<file path="src/rtl/tdm_demux_rx.sv">
// tdm_demux_rx
// Serial 4-channel TDM frame receiver. A sync strobe marks the first bit of a
// frame; bits arrive channel 0 first, each channel MSB first, and are qualified
// by the en strobe. A completed frame is reordered into channel slots and
// presented on g together with a one-cycle valid pulse. A sync that arrives
// mid-frame aborts the partial frame, pulses frame_err and restarts capture
// with that bit as bit 0 of the new frame.
module tdm_demux_rx #(
    parameter int CH_W = 4
) (
    input  logic              clk,
    input  logic              rst_n,
    input  logic              en,
    input  logic              sync,
    input  logic              din,
    output logic [4*CH_W-1:0] g,
    output logic              valid,
    output logic              frame_err,
    output logic              busy
);

    localparam int NUM_CH  = 4;
    localparam int FRAME_W = NUM_CH * CH_W;
    localparam int CNT_W   = (FRAME_W > 1) ? $clog2(FRAME_W) : 1;

    localparam logic [CNT_W-1:0] CNT_LAST = CNT_W'(FRAME_W - 1);
    localparam logic [CNT_W-1:0] CNT_ONE  = CNT_W'(1);

    typedef enum logic {
        HUNT = 1'b0,
        RECV = 1'b1
    } state_t;

    // Registered state
    state_t               r_state;
    logic [CNT_W-1:0]     r_bit_cnt;
    logic [FRAME_W-1:0]   r_shift;
    logic [FRAME_W-1:0]   r_g;
    logic                 r_valid;
    logic                 r_frame_err;

    // Next-state / control decode
    state_t               w_state_nxt;
    logic [CNT_W-1:0]     w_cnt_nxt;
    logic [FRAME_W-1:0]   w_shift_nxt;
    logic                 w_load_g;
    logic                 w_valid_nxt;
    logic                 w_err_nxt;

    // Frame as it stands once the current bit is shifted in (wire order)
    logic [FRAME_W-1:0]   w_frame;
    // Fresh frame holding only the current bit as bit 0
    logic [FRAME_W-1:0]   w_first_bit;

    // The shift register accumulates wire order with the first bit at the MSB
    // end, so channel 0 ends up in the top slot. Reverse the slot order so
    // channel k lands at g[(k+1)*CH_W-1 : k*CH_W]; bits inside a slot are
    // already MSB-first.
    function automatic logic [FRAME_W-1:0] wire_to_slots(
        input logic [FRAME_W-1:0] wire_frame
    );
        logic [FRAME_W-1:0] slots;
        slots = '0;
        for (int k = 0; k < NUM_CH; k++) begin
            slots[k*CH_W +: CH_W] = wire_frame[(NUM_CH-1-k)*CH_W +: CH_W];
        end
        return slots;
    endfunction

    assign w_frame     = {r_shift[FRAME_W-2:0], din};
    assign w_first_bit = {{(FRAME_W-1){1'b0}}, din};

    // Next-state, counter, shift-register and pulse decode for one strobe
    always_comb begin
        w_state_nxt = r_state;
        w_cnt_nxt   = r_bit_cnt;
        w_shift_nxt = r_shift;
        w_load_g    = 1'b0;
        w_valid_nxt = 1'b0;
        w_err_nxt   = 1'b0;

        if (en) begin
            unique case (r_state)
                HUNT: begin
                    // Data without a frame marker is not aligned; drop it.
                    if (sync) begin
                        w_shift_nxt = w_first_bit;
                        w_cnt_nxt   = CNT_ONE;
                        w_state_nxt = RECV;
                    end
                end
                RECV: begin
                    if (sync) begin
                        // Early marker: abandon the partial frame and treat
                        // this bit as the start of a new one. g is untouched.
                        w_shift_nxt = w_first_bit;
                        w_cnt_nxt   = CNT_ONE;
                        w_err_nxt   = 1'b1;
                        w_state_nxt = RECV;
                    end else if (r_bit_cnt == CNT_LAST) begin
                        // Last bit: publish the whole frame on this edge.
                        w_shift_nxt = w_frame;
                        w_cnt_nxt   = '0;
                        w_load_g    = 1'b1;
                        w_valid_nxt = 1'b1;
                        w_state_nxt = HUNT;
                    end else begin
                        w_shift_nxt = w_frame;
                        w_cnt_nxt   = r_bit_cnt + CNT_ONE;
                    end
                end
                default: begin
                    w_state_nxt = HUNT;
                    w_cnt_nxt   = '0;
                end
            endcase
        end
    end

    // FSM state and bit counter; reset returns to HUNT and silently drops any partial frame
    always_ff @(posedge clk) begin
        if (!rst_n) begin
            r_state   <= HUNT;
            r_bit_cnt <= '0;
        end else begin
            r_state   <= w_state_nxt;
            r_bit_cnt <= w_cnt_nxt;
        end
    end

    // Shift register collecting serial bits in wire order
    always_ff @(posedge clk) begin
        if (!rst_n) begin
            r_shift <= '0;
        end else begin
            r_shift <= w_shift_nxt;
        end
    end

    // Output frame register, loaded only when a frame completes
    always_ff @(posedge clk) begin
        if (!rst_n) begin
            r_g <= '0;
        end else if (w_load_g) begin
            r_g <= wire_to_slots(w_frame);
        end
    end

    // One-cycle status pulses; the decode never raises both together
    always_ff @(posedge clk) begin
        if (!rst_n) begin
            r_valid     <= 1'b0;
            r_frame_err <= 1'b0;
        end else begin
            r_valid     <= w_valid_nxt;
            r_frame_err <= w_err_nxt;
        end
    end

    assign g         = r_g;
    assign valid     = r_valid;
    assign frame_err = r_frame_err;
    assign busy      = (r_state == RECV);

endmodule
</file>
<file path="config.mk">
export PLATFORM = sky130hd
export DESIGN_NAME = tdm_demux_rx
export DESIGN_NICKNAME = d
export VERILOG_FILES = /design/src/rtl/tdm_demux_rx.sv
export SDC_FILE = /design/constraint.sdc
export NUM_CORES = 1
export LEC_CHECK = 0
export ABC_AREA = 1
export CELL_PAD_IN_SITES_DETAIL_PLACEMENT = 0
export CELL_PAD_IN_SITES_GLOBAL_PLACEMENT = 1
export CORE_MARGIN = 8
export CORE_UTILIZATION = 39
export DETAILED_ROUTE_END_ITERATION = 10
export GPL_TIMING_DRIVEN = 0
export PLACE_DENSITY = 0.79
export RECOVER_POWER = 50
export SETUP_SLACK_MARGIN = 0.15
export SYNTH_ARGS = -nofsm -noshare
export SYNTH_HDL_FRONTEND = slang
export SYNTH_SLANG_ARGS = --single-unit
</file>
<file path="constraint.sdc">
create_clock -name clk -period 3.7 [get_ports clk]
set_clock_uncertainty 0.15 [all_clocks]
set_input_delay 0.74 -clock clk [delete_from_list [all_inputs] [get_ports clk]]
set_output_delay 0.74 -clock clk [all_outputs]
set_load 0.01 [all_outputs]
</file>
* Word level (Yosys, flattened, before mapping)
Index checks and enable logic that the tools add are counted.
** Operators by class
- Add/subtract/negate cells :: 1
- Equality and inequality tests :: 2
- Multiplexer cells :: 15
- Bitwise logic cells :: 1
- Reduce and logical (&&, ||, !) cells :: 2
** Operator list (number)
- 2-to-1 mux 15 bit :: 2
- case mux 15 bit (2 select lines) :: 1
- 2-to-1 mux 4 bit :: 3
- case mux 4 bit (2 select lines) :: 1
- 2-to-1 mux 1 bit :: 7
- adder 4 x 1 -> 4 bit, second input constant :: 1
- == test 4 bit, second input constant :: 1
- AND reduction 3 bit :: 1
- inequality test 2 bit, second input constant :: 1
- case mux 1 bit (2 select lines) :: 1
- AND reduction 2 bit :: 1
- inverter 1 bit :: 1
** Word-level totals
- Register bits :: 38
- Input bits :: 5
- Logic and storage cells :: 27

* Depth between registers and ports, before layout
Gate-level depths: netlist of the first run.
- Depth after elaboration :: 5
- Gate-level depth with buffers :: 8

* Least setup slack after synthesis of the first run
Ideal clock, no wire load.
- Path type :: in2reg
- Start point :: input en
- End point :: register r_g[0] (netlist: g[0])
- Library setup time :: 0.112 ns
- Arrival :: 1.364 ns
- Required time :: 3.438 ns
- Setup slack :: 2.074 ns
- Cell stages on the path :: 6
- Path buffers :: 1
- Cell sequence :: nand2_2 -> nor2_8 -> nand2_4 -> buf_2 -> nand3_1 -> nand2_1
** Between the ends
- Word-level cells in the longest chain between the ends :: 1
** RTL lines
- start: declaration :: line 13 : input logic en,
- 2-to-1 mux 1 bit :: line 82 : if (en) begin
- end signal: assignment :: line 145 : r_g <= wire_to_slots(w_frame);
- end: declaration :: line 38 : logic [FRAME_W-1:0] r_g;
Every way passes these cells.
A chain may end at the register's enable or synchronous reset.

* Worst setup path after layout of the first run
- Start point :: input en
- End point :: register r_g[5] (netlist: g[5])
Same word-level chain as after synthesis.

==> results.cfg, run 1 <==
[run_status]
status = complete, no violations

[timing]
worstMarginPinSlew_ps = 620.8
max_freq_mhz = 359.3
slew_viol_final = 0
period_share_pct = 75.23
min_period_ps = 2783
rsz0062_at_grt = false
setup_slack_ps = 916.6
hold_viol_final = 0
finalSetupViolCount = 0
finalSetupTns_ps = 0
slew_headroom_pct = 58.46

[pwr]
power_uw = 718.2
p_leak_uw = 0.0007068
powerDensity_nw_per_um2 = 413.9
max-vdd-ir-drop_v = 0.0002716

[floorplan]
core_area_um2 = 3390
fp.dieW_um = 75.97
ios = 24
start_util_pct = 41.38
std_cell_rows = 21
dieArea_um2 = 5771
dieHeight_um = 75.97

[global_routing]
grt_pass1_vias = 1090
grt_start_max_net_pins = 12
grtUsageTotal_pct = 10.71
overflow = 0
antenna_found_initial = 0
grt_pass1_wl_mm = 5.092

[yosys]
synth_top_area_share_pct = 54.24
synth_area_per_cell_um2 = 7.969
yosysWarnings = 0
yosys-top-cells-area = dfxtp_1 54%, nand2_1 18%, a21oi_1 6.1%, nand3_1 6.1%, nor2_8 2.9%
syn_inst = 176
synth_area_um2 = 1403
async_flop_share_pct = 0
synth-seq-cells = 38
synth_top_cell_by_area = dfxtp_1
seq_area_frac_synth_pct = 54.24
synth_cell_type_count = 19
syn-num-nets = 182
synth_flop_cell = dfxtp_1
synth_enable_flop_cells = 0

[final_layout]
design_area_um2 = 1735
drive_gt1_share_pct = 5.797
fin_util_pct = 51.20
num_antenna_cells = 0
nNetsFinal = 212
area_growth_pct = 23.73
regArea_um2 = 760.7
multi_input_comb_area_um2 = 546.8
fillCellCount = 335

[worst_setup_path]
cp-end-kind = flop
reg2reg_slack_ps = 1510
setup.worst_path.class = primary input to flop
r2r_end = g[5]
r2r_cells = 6
worstSetupStartpointType = primary input
cp_max_fo = 10
required_ps = 3790
timing.rr.start = busy
crit_arrival_ps = 2870

[placed_design]
post-place-ws_ps = 1375
portBuffers = 23
dp_hpwl_mm = 2.159
placed_cell_area_um2 = 1690
gp_congestion = 0.7240

[detailed_routing]
routed_wl_mm = 2.997
vias = 1194
viasPerCell = 4.719
drtIter0Drc = 81
wl_per_cell_um = 11.85
drc = 0
dr.pass1.iters = 4
antenna_left = 0

[min_path]
hp-start = r_shift[14]
hold_depth = 2
hold_end = r_shift[14]
min_path_type = flop to flop

[clocking]
cts_buffers = 5
clkTransAtPathRegs_ps = 110
cts_tree = built
root_buffer = clkbuf_4
clkLatencyLatePin_ps = 340
cts_hold_buffers = 0
cts.path.max_buffers = 2
postCtsSetupRepairBufs = 0
cts.sink_count = 38
cts_max_level = 2
cts_resized = 0

[job]
maxCapViolations = 0
## cells in the mapped netlist (2+ instances only)
| cell | instances |
|---|---|
| nand2_1 | 67 |
| nor2_1 | 10 |
| inv_1 | 4 |
| a21oi_1 | 17 |
| dfxtp_1 | 38 |
| buf_2 | 4 |
| inv_2 | 3 |
| nand3_1 | 17 |
| nor2_8 | 2 |
| o21ai_0 | 5 |
## metrics by stage
| stage | instances | hold slack, ps |
|---|---|---|
| after floorplan | 176 | 285.1 |
| after CTS | 253 | 316.9 |
| after global placement | 245 | 296.2 |
| final | 253 | 314.2 |
| after global routing | 253 | 332.9 |
| after detailed placement | 245 | 300.8 |
## cells in the final DEF, fill, tap and decap left out, types with 2 or more instances in the layout
master           count
nor2_1              11
inv_1                5
nand3_1             17
dfxtp_1             38
clkbuf_4             5
clkdlybuf4s50_1     21
inv_2                2
dlygate4sd3_1        2
o21ai_0              5
clkbuf_1             6
a21oi_1             17
nand2_1             69
## critical path: stages
cell	delay, ps
dlygate4sd3_1	570
nand2_1	100
nor2_1	490
nand2_1	430
clkbuf_1	340
nand3_1	130
nand2_1	60
## metal layers
layer | wire (um) | global-route usage, % | up-vias
met5 | 0 | 0 | -
met4 | 38 | 4.706 | 0
met3 | 174 | 5.071 | 5
met2 | 1344 | 15.68 | 20
met1 | 1440 | 12.92 | 539
li1 | - | - | 630
## worst max path at each step
| stage | startpoint | end | slack [ps] | cells after the start |
|---|---|---|---|---|
| 6_report | en | g[5] | 920 | 7 |
| 5_1_grt | en | g[2] | 750 | 7 |
| 4_1_cts | busy | busy | 1480 | 1 |
| 3_5_place_dp | en | g[5] | 1380 | 7 |
| 3_3_place_gp | en | g[15] | 1390 | 7 |
| 2_1_floorplan | en | g[0] | 2070 | 6 |
## cell type report
type,count,share of cell area (%)
multi-input combinational,124,31.51
tap,46,3.317
clock inverter,1,1.730
inverter,7,1.514
timing repair buffer,23,13.27
clock buffer,7,2.596
buffer,7,2.235
sequential,38,43.84
## cell families (layout without fill, tap and decap cells)
kind of cell,after synthesis,count (layout),synth area share (%)
buffers and inverters,14,45,4.906
and+or+nand+nor,100,100,31.58
AOI/OAI and AO/OA,23,23,8.385
DFF,38,38,54.24
adders and majority gates,1,1,0.8919
## sequential cells by signal, indices dropped and copies added (netlist names)
name       flops
busy           1
frame_err      1
g             16
r_bit_cnt      4
r_shift       15
valid          1
## where the power goes
group / leakage [uW] / internal (uW) / switching, uW
Clock: 0.0000395 / 143 / 130
Combinational: 0.000361 / 10.3 / 19.8
Sequential: 0.000307 / 412 / 2.86
Total: 0.000707 / 565 / 153
No activity file was read; power rests on OpenSTA's default activity.
==> run 2, diff against run 1 <==
CORE_UTILIZATION = 37   (was 39)
PLACE_DENSITY = 0.75   (was 0.79)
clock period = 2.65 ns   (was 3.7 ns; I/O delays follow)
==> run 2 against run 1 <==
Core utilization is 2.2 points lower. Worst setup slack lost 380 ps. Combinational power grew 49%. Worst hold slack worse by 0.65 ps. Flip-flop and latch count stayed put. Count of clock-buffer cells in the layout shrank 1. Register-to-register slack worse by 620 ps. Power rose by 56%.
==> results.cfg, run 2 (same netlist as run 1, synthesis figures left out) <==
[clocking]
cts_buffers = 5
clkTransAtPathRegs_ps = 70
cts.sink_count = 38
clkLatencyLatePin_ps = 290
cts.path.max_buffers = 2
root_buffer = clkbuf_8
postCtsSetupRepairBufs = 0
cts_tree = built
cts_max_level = 2
cts_hold_buffers = 0
cts_resized = 0

[detailed_routing]
antenna_left = 0
vias = 1173
viasPerCell = 4.618
routed_wl_mm = 2.991
drc = 0
dr.pass1.iters = 4
drtIter0Drc = 77
wl_per_cell_um = 11.78

[global_routing]
overflow = 0
grt_pass1_vias = 1057
antenna_found_initial = 0
grt_start_max_net_pins = 12
grt_pass1_wl_mm = 5.092
grtUsageTotal_pct = 10.33

[floorplan]
core_area_um2 = 3661
ios = 24
fp.dieW_um = 77.57
start_util_pct = 38.31
dieHeight_um = 77.57
dieArea_um2 = 6017
std_cell_rows = 22

[worst_setup_path]
r2r_end = g[2]
cp_slowest_cell = clkdlybuf4s50_1
required_ps = 2680
crit_chain = clkdlybuf4s50_1 > nand2_1 > nor2_8 > nand2_1 > buf_2 > nand3_1 > nand2_1
r2r_cells = 7
cpPeakStageDelay_ps = 500
reg2reg_slack_ps = 890
cp-end-kind = flop
cp_max_fo = 10
crit_arrival_ps = 2140
path_buf_inv = 2
setup.worst_path.class = primary input to flop
critPathMostFrequentCell = nand2_1
crit_family = simple AND/OR/NAND/NOR gates
timing.rr.start = r_bit_cnt[0]
worstSetupStartpointType = primary input
path_depth = 7

[pwr]
max-vdd-ir-drop_v = 0.0004125
p_clk_share_pct = 44.2
powerDensity_nw_per_um2 = 622.8
p_leak_uw = 0.0007763
combPwrFrac_pct = 4.0
switching_share_pct = 20.25
switchingPower_uw = 226.3
seq_power_share_pct = 51.8
internal_power_uw = 891.1

[min_path]
hp-start = r_shift[11]
min_path_type = flop to flop
hold_end = g[0]
hold_depth = 2

[timing]
worstMarginPinSlew_ps = 536.6
finalSetupViolCount = 0
hold_ws_ps = 313.6
period_share_pct = 79.72
rsz0062_at_grt = false
slew_headroom_pct = 64.23
min_period_ps = 2113
max_freq_mhz = 473.4
finalSetupTns_ps = 0
slew_viol_final = 0
setup_slack_ps = 537.4
hold_viol_final = 0

[final_layout]
nNetsFinal = 212
num_antenna_cells = 0
final_cell_mix = 69 x nand2_1, 38 x dfxtp_1, 17 x nand3_1, 17 x a21oi_1, 13 x clkdlybuf4s50_1
largest_register_ffs = 16
drive_gt1_share_pct = 7.767
area_growth_pct = 27.92
final_common_cell = nand2_1
fin_util_pct = 49.01

[run_status]
status = complete, no violations

[placed_design]
portBuffers = 23
dp_hpwl_mm = 2.109
gp_congestion = 0.7114
post-place-ws_ps = 538.7

[job]
maxCapViolations = 0
==> run 2: cell types whose count changed in the layout (fill, tap and decap cells not counted) <==
cell	before	now
clkdlybuf4s50_1	21	13
dlygate4sd3_1	2	10
nor2_8	1	2
clkbuf_1	6	2
nor2_1	11	10
clkbuf_4	5	0
clkbuf_8	0	6
buf_2	1	3
==> run 2: layout make-up <==
class,instances,area [um2]
Fill cell,369,1867
Sequential cell,38,760.7
Multi-Input combinational cell,124,563.0
Timing Repair Buffer,23,230.2
Clock buffer,6,82.58
Tap cell,48,60.06
Buffer,7,41.29
Clock inverter,1,30.03
Inverter,7,26.28
==> run 2: power by group through the flow <==
stage / combinational, uW / clock, uW / sequential, uW
global placement: 46.4 / 0 / 592
floorplan: 26.5 / 0 / 592
detailed placement: 46.3 / 0 / 592
finish: 44.7 / 494 / 579
CTS: 46.5 / 505 / 579
global route: 49.9 / 529 / 579
==> run 2: worst reg2reg max path: stages (launching register included) <==
cell and delay [ps]:
dfxtp_1 350, ha_1 230, nand3_1 100, inv_2 50, nand2_1 330, buf_2 310, nand3_1 100, nand2_1 90
==> run 2: metal layers <==
metal  share of wire, %  track usage (%)  routed length, um  vias up
met5                  0                0                  0        -
met4                1.5            3.962                 46        0
met3                6.3            4.493                187        7
met2                 46            15.67               1375       21
met1                 46            12.58               1381      522
li1                   -                -                  -      623
==> run 2: per-stage QoR <==
step,total power [uW],cell area [um2],instances
2_1_floorplan,618.4,1403,176
3_3_place_gp,638.4,1693,247
3_5_place_dp,638.5,1693,247
4_1_cts,1130,1805,254
5_1_grt,1157,1794,254
6_report,1117,1794,254
==> run 2: how the worst max path moves through the flow <==
stage | slack (ps) | startpoint | to
final | 540 | en | g[2]
after global routing | 420 | en | g[6]
after CTS | 720 | busy | busy
after detailed placement | 540 | en | g[14]
after global placement | 550 | sync | r_shift[9]
after floorplan | 1230 | en | g[0]
